==> src/rtl/axi_stream_pkg.sv <==
// Purpose: shared AXI-Stream types: merge FSM states, beat-length width, saturating increment.
// Latency: n/a (types and constants only).
// Backpressure: n/a.
package axi_stream_pkg;

    localparam int LEN_W = 16;

    typedef enum logic {
        HEAD = 1'b0,
        TAIL = 1'b1
    } merge_state_e;

    // Increment that sticks at all-ones instead of wrapping.
    function automatic logic [LEN_W-1:0] sat_inc(input logic [LEN_W-1:0] v);
        return (v == {LEN_W{1'b1}}) ? v : v + 1'b1;
    endfunction

endpackage

==> src/rtl/axis_skid_buffer.sv <==
// Purpose: 2-entry skid buffer; ports: clock, rst_n, in_dat_i/in_vld_i/in_rdy_o, out_dat_o/out_vld_o/out_rdy_i.
// Latency: 1 cycle from input handshake to out_vld_o; sustains 1 beat/cycle.
// Backpressure: in_rdy_o is a register, high while at most one entry is held; out side stable until taken.
module axis_skid_buffer #(
    parameter int W = 10
) (
    input  logic         clock,
    input  logic         rst_n,
    input  logic [W-1:0] in_dat_i,
    input  logic         in_vld_i,
    output logic         in_rdy_o,
    output logic [W-1:0] out_dat_o,
    output logic         out_vld_o,
    input  logic         out_rdy_i
);

    logic [W-1:0] mem_q [2];
    logic         wr_ptr_q;
    logic         rd_ptr_q;
    logic [1:0]   cnt_q;
    logic [1:0]   cnt_d;
    logic         rdy_q;
    logic         push;
    logic         pop;

    // rdy_q only rises when at most one slot is used, so a push can never overflow
    // even if the consumer stalls in the same cycle.
    assign push      = in_vld_i & rdy_q;
    assign pop       = out_vld_o & out_rdy_i;
    assign cnt_d     = cnt_q + {1'b0, push} - {1'b0, pop};
    assign in_rdy_o  = rdy_q;
    assign out_vld_o = (cnt_q != 2'd0);
    assign out_dat_o = mem_q[rd_ptr_q];

    always_ff @(posedge clock) begin
        if (!rst_n) begin
            cnt_q    <= 2'd0;
            wr_ptr_q <= 1'b0;
            rd_ptr_q <= 1'b0;
            rdy_q    <= 1'b0;
        end else begin
            cnt_q <= cnt_d;
            rdy_q <= (cnt_d <= 2'd1);
            if (push) wr_ptr_q <= ~wr_ptr_q;
            if (pop)  rd_ptr_q <= ~rd_ptr_q;
        end
    end

    // Storage needs no reset: occupancy alone decides what is visible.
    always_ff @(posedge clock) begin
        if (push) mem_q[wr_ptr_q] <= in_dat_i;
    end

endmodule

==> src/rtl/axi_stream_merge_channel.sv <==
// Purpose: rebuilds a packet from one head packet (first_*) followed by one tail packet (end_*);
//          ports: clock, rst_n, first_* / end_* slave streams, out_* master stream, first_len, merge_done.
// Latency: 1 cycle input-to-output through a 2-entry skid buffer; backpressure: tready of the selected
//          input is registered (no path from out_tready); the unselected input is held off with tready=0.
module axi_stream_merge_channel
    import axi_stream_pkg::*;
#(
    parameter int DSIZE = 8,
    parameter int USIZE = 1
) (
    input  logic             clock,
    input  logic             rst_n,
    input  logic [DSIZE-1:0] first_tdata,
    input  logic [USIZE-1:0] first_tuser,
    input  logic             first_tvalid,
    input  logic             first_tlast,
    output logic             first_tready,
    input  logic [DSIZE-1:0] end_tdata,
    input  logic [USIZE-1:0] end_tuser,
    input  logic             end_tvalid,
    input  logic             end_tlast,
    output logic             end_tready,
    output logic [DSIZE-1:0] out_tdata,
    output logic [USIZE-1:0] out_tuser,
    output logic             out_tvalid,
    output logic             out_tlast,
    input  logic             out_tready,
    output logic [LEN_W-1:0] first_len,
    output logic             merge_done
);

    localparam int BW = DSIZE + USIZE + 1;

    merge_state_e     state_q, state_d;
    logic [LEN_W-1:0] cnt_q, cnt_d;
    logic [LEN_W-1:0] len_q, len_d;
    logic [BW-1:0]    buf_in_dat;
    logic             buf_in_vld;
    logic             buf_rdy;
    logic [BW-1:0]    buf_out_dat;
    logic             buf_out_vld;
    logic             head_hs;

    axis_skid_buffer #(.W(BW)) u_skid (
        .clock     (clock),
        .rst_n     (rst_n),
        .in_dat_i  (buf_in_dat),
        .in_vld_i  (buf_in_vld),
        .in_rdy_o  (buf_rdy),
        .out_dat_o (buf_out_dat),
        .out_vld_o (buf_out_vld),
        .out_rdy_i (out_tready)
    );

    // Input select and next state. Readies are gated by rst_n so they read 0
    // throughout reset, including the first cycle before the registers clear.
    always_comb begin
        state_d      = state_q;
        buf_in_vld   = 1'b0;
        buf_in_dat   = {first_tuser, first_tdata, 1'b0};
        first_tready = 1'b0;
        end_tready   = 1'b0;
        case (state_q)
            HEAD: begin
                first_tready = rst_n & buf_rdy;
                buf_in_vld   = first_tvalid;
                // Head beats never close the output packet.
                buf_in_dat   = {first_tuser, first_tdata, 1'b0};
                if (first_tvalid && first_tready && first_tlast) state_d = TAIL;
            end
            TAIL: begin
                end_tready = rst_n & buf_rdy;
                buf_in_vld = end_tvalid;
                buf_in_dat = {end_tuser, end_tdata, end_tlast};
                if (end_tvalid && end_tready && end_tlast) state_d = HEAD;
            end
            default: state_d = HEAD;
        endcase
    end

    assign head_hs = first_tvalid & first_tready;

    always_comb begin
        cnt_d = cnt_q;
        len_d = len_q;
        if (head_hs) begin
            if (first_tlast) begin
                len_d = sat_inc(cnt_q);
                cnt_d = '0;
            end else begin
                cnt_d = sat_inc(cnt_q);
            end
        end
    end

    always_ff @(posedge clock) begin
        if (!rst_n) begin
            state_q <= HEAD;
            cnt_q   <= '0;
            len_q   <= '0;
        end else begin
            state_q <= state_d;
            cnt_q   <= cnt_d;
            len_q   <= len_d;
        end
    end

    assign out_tvalid                        = rst_n & buf_out_vld;
    assign {out_tuser, out_tdata, out_tlast} = buf_out_dat;
    assign merge_done                        = out_tvalid & out_tready & out_tlast;
    assign first_len                         = len_q;

endmodule

==> config.mk <==
export PLATFORM = sky130hd
export DESIGN_NAME = axi_stream_merge_channel
export DESIGN_NICKNAME = d
export VERILOG_FILES = /design/src/rtl/axi_stream_pkg.sv /design/src/rtl/axis_skid_buffer.sv /design/src/rtl/axi_stream_merge_channel.sv
export SDC_FILE = /design/constraint.sdc
export NUM_CORES = 1
export LEC_CHECK = 0
export ABC_AREA = 1
export CAP_MARGIN = 25
export CORE_AREA = 5 5 80 82
export CTS_BUF_LIST = sky130_fd_sc_hd__clkbuf_2
export DETAILED_ROUTE_END_ITERATION = 6
export DIE_AREA = 0 0 85 87
export PLACE_DENSITY_LB_ADDON = 0.08
export SYNTH_ARGS = -nofsm -noshare
export SYNTH_HDL_FRONTEND = slang
export SYNTH_SLANG_ARGS = --single-unit
==> constraint.sdc <==
create_clock -name clock -period 2.17 [get_ports clock]
set_input_delay 0.217 -clock clock [delete_from_list [all_inputs] [get_ports clock]]
set_output_delay 0.217 -clock clock [all_outputs]
set_load 0.005 [all_outputs]
==> results_dict.tcl, run 1 <==
set metrics [dict create \
    run_status "complete, no violations" \
    setup_repair_after_global_routing_missed_its_margin "no" \
    grt_start_max_net_pins 25 \
    p_sw_share_pct 28.18 \
    detail_route.first_pass.iterations 4 \
    drt-initial-drc-count 63 \
    die_height_um 87 \
    grt_first_pass_wirelength_mm 10.92 \
    drive_above_1_share_pct 17.25 \
    cts_buffers 9 \
    multi_input_comb_area_um2 1300 \
    gp_congestion 0.8836 \
    clock_pin_slew_on_the_worst_setup_and_hold_paths_ps 160 \
    period_minus_slack_ps 2026 \
    leakagePower_uw 0.001518 \
    hold_class "primary input to register" \
    switchingPower_uw 745.0 \
    ant_nets 0 \
    num_rows 28 \
    share_comb_of_total_power_pct 25.6 \
    crit_arrival_ps 1810 \
    p_clk_share_pct 24.8 \
    synth_mux_area_share_pct 3.491 \
    regArea_um2 1385 \
    cts_buffer_depth 2 \
    synthFlopType "sky130_fd_sc_hd__dfxtp_1" \
    seq_area_frac_synth_pct 47.59 \
    number_of_enable_type_register_cells_in_the_synthesized_netlist 20 \
    synth.ff_latch_count 59 \
    cts-htree-levels 3 \
    average_via_count_per_standard_cell 4.837 \
    max_slew_headroom_at_the_worst_pin_pct 74.07 \
    clockRootBuffer "sky130_fd_sc_hd__clkbuf_2" \
    core_region_area_um2 5675 \
    slack_of_the_worst_reg_to_reg_path_ps 500 \
    syn_area_um2 2903 \
    totalWireLength_mm 6.398 \
    synth_top_family_by_area "simple AND/OR/NAND/NOR gates" \
    cp-end-kind "output pin" \
    count_of_antenna_diodes_in_the_layout 0 \
    clock_latency_ps 470 \
    grt_pass1_vias 2367 \
    initial_util_pct 51.15 \
    stdcell_count 504 \
    power.ir.vdd_worst_mv 0.4428 \
    max_slew.worst_pin.slew_ps 388.0 \
    final_max_slew_viol_count 0 \
    timing.fmax_ghz 0.4935 \
    power_uw 2643 \
    layout.filler_cells 485 \
    top_level_ports 55 \
    antenna_found_initial 0 \
    flow.area_growth_from_synthesis_pct 26.42 \
    clock_skew_ps 10.93 \
    powerDensity_nw_per_um2 720.3 \
    worst-path-max-fanout 5 \
    yosys.area_share.adder_pct 1.293 \
    fin_nets 452 \
    grt_usage_pct 18.58 \
    grt_overflow 0 \
    yosysWarnings 0 \
    seq_power_share_pct 49.6 \
    num_vias 2438 \
    timing.critical_path.required_ps 1950 \
    tritoncts "built" \
    timing_worst_setup_path_type "register to output pin" \
    synthArstFlopShare_pct 0 \
    cts_sink_count 59 \
    synthXorXnorAreaFrac_pct 2.112 \
    placed_cells 486 \
    fp.dieArea_um2 7395 \
    final_clock_period_utilization_by_the_worst_path_pct 93.38 \
    mappedNetlistNets 386 \
    compound_gate_fraction_of_synth_area_pct 9.698 \
    drc_errors 0 \
    die_width_um 85 \
    setup-tns-final_ps 0 \
    syn_area_per_cell_um2 8.108 \
    cap_viol_max_count 0 \
    port-buffer-count 54 \
    postSynthCellCount 358 \
    setup.worst_path.start_class "register" \
    finalHoldViolations 0 \
    p_int_uw 1898 \
    setup_viol 0 \
    detailed_place_hpwl_mm 4.718 \
    wl_per_cell_um 12.69 \
    post_synth_num_cell_types 31 \
    synth-simple-area-share_pct 28.19 \
]
==> stage by stage <==
step,setup WS [ps],utilization [%],area [µm²],hold WS [ps]
finish,143.7,64.66,3670,403.4
global placement,254.9,62.46,3545,438.1
detailed placement,237.6,62.46,3545,452.7
global route,28.26,64.66,3670,365.9
floorplan,504.4,-,2903,355.4
CTS,44.45,64.35,3652,361.0
==> power by group through the flow <==
stage / Clock (µW) / Combinational, µW / Sequential (µW)
after floorplan: 0 / 339 / 1330
after global placement: 0 / 639 / 1350
after detailed placement: 0 / 648 / 1360
after CTS: 683 / 652 / 1330
after global routing: 735 / 755 / 1330
final: 655 / 676 / 1310
==> logic make-up (layout without fill, tap and decap cells) <==
kind of cell | count (synthesis) | after routing
AOI/OAI and AO/OA | 50 | 50
xor gates and xnor gates | 7 | 7
adders and majority gates | 3 | 3
buffers and inverters | 49 | 120
DFF | 59 | 59
muxes | 9 | 9
and+or+nand+nor | 181 | 181
==> routing by layer <==
layer	global-route usage, %	vias up	wire [µm]
li1	-	1293	-
met1	22.74	1090	2926
met2	31.29	50	3109
met3	4.825	5	287
met4	7.338	0	75
met5	0	-	0
==> layout make-up <==
| class | instances | share of cell area, % |
|---|---|---|
| Tap cell | 75 | 2.557 |
| Clock buffer | 10 | 1.364 |
| Timing Repair Buffer | 69 | 17.80 |
| Clock inverter | 6 | 1.534 |
| Sequential cell | 59 | 37.74 |
| Multi-Input combinational cell | 250 | 35.42 |
| Inverter | 35 | 3.580 |
==> worst max-delay path, stage by stage, from the launching register on <==
cell                              delay, ps
sky130_fd_sc_hd__dfxtp_4                370
sky130_fd_sc_hd__buf_2                  170
sky130_fd_sc_hd__mux2_2                 350
sky130_fd_sc_hd__clkdlybuf4s50_1        440
==> path summary, 6_finish.rpt <==
path,start,endpoint,cells after the start
worst max-delay path,register,out_tdata[5],3
worst min-delay path,first_tdata[4],u_skid.mem_q[1][5],3
worst max register to register,cnt_q[1],cnt_q[6],7
worst min register to register,u_skid.rd_ptr_q,register,1
==> sequential cells by signal, indices dropped and copies added, names as in the netlist, named ones only <==
signal           count
u_skid.mem_q        20
u_skid.in_rdy_o      1
state_q              1
cnt_q               16
u_skid.rd_ptr_q      1
u_skid.cnt_q         2
first_len           16
u_skid.wr_ptr_q      1
==> synthesized netlist by cell type, types with 2 or more instances <==
master	number	area share [%]
sky130_fd_sc_hd__a21oi_1	18	3.1
sky130_fd_sc_hd__a21oi_2	6	1.8
sky130_fd_sc_hd__buf_1	2	0.26
sky130_fd_sc_hd__buf_4	2	0.52
sky130_fd_sc_hd__buf_6	4	1.6
sky130_fd_sc_hd__clkbuf_1	6	0.78
sky130_fd_sc_hd__dfxtp_1	39	27
sky130_fd_sc_hd__edfxtp_1	20	21
sky130_fd_sc_hd__ha_1	3	1.3
sky130_fd_sc_hd__inv_1	29	3.7
sky130_fd_sc_hd__inv_2	5	0.65
sky130_fd_sc_hd__mux2_2	9	3.5
sky130_fd_sc_hd__nand2_1	89	12
sky130_fd_sc_hd__nand2_2	6	1.3
sky130_fd_sc_hd__nand3_1	9	1.6
sky130_fd_sc_hd__nand3_2	9	3.1
sky130_fd_sc_hd__nand4_1	5	1.1
sky130_fd_sc_hd__nor2_1	53	6.9
sky130_fd_sc_hd__nor2_4	3	1.2
sky130_fd_sc_hd__nor3_1	2	0.34
sky130_fd_sc_hd__o21ai_0	17	2.9
sky130_fd_sc_hd__o21ai_1	6	1.0
sky130_fd_sc_hd__o21bai_1	2	0.52
sky130_fd_sc_hd__or2_2	2	0.43
sky130_fd_sc_hd__xnor2_1	3	0.91
sky130_fd_sc_hd__xor2_1	4	1.2
==> cells in the final DEF (no fill, tap or decap), types with 10 or more instances in the layout <==
cell	n
sky130_fd_sc_hd__buf_4	14
sky130_fd_sc_hd__nand2_1	89
sky130_fd_sc_hd__o21ai_0	17
sky130_fd_sc_hd__clkdlybuf4s50_1	53
sky130_fd_sc_hd__inv_1	29
sky130_fd_sc_hd__nor2_1	53
sky130_fd_sc_hd__a21oi_1	18
sky130_fd_sc_hd__dfxtp_1	38
sky130_fd_sc_hd__edfxtp_1	20
sky130_fd_sc_hd__clkbuf_2	10
==> repair_timing <==
item / in CTS / in global routing
gates resized for setup: 1 / 2
pin swaps: 0 / 1
hold buffers: 0 / 0
setup endpoints to repair: 11 / 1
buffers inserted: 0 / 2
Power figures use the tool's default switching activity.
==> inputs of run 2 (changes only) <==
Settings changed: CAP_MARGIN 25 to default.
==> results of run 2 <==
Final layout, timing and power as in run 1 (identical DEF).
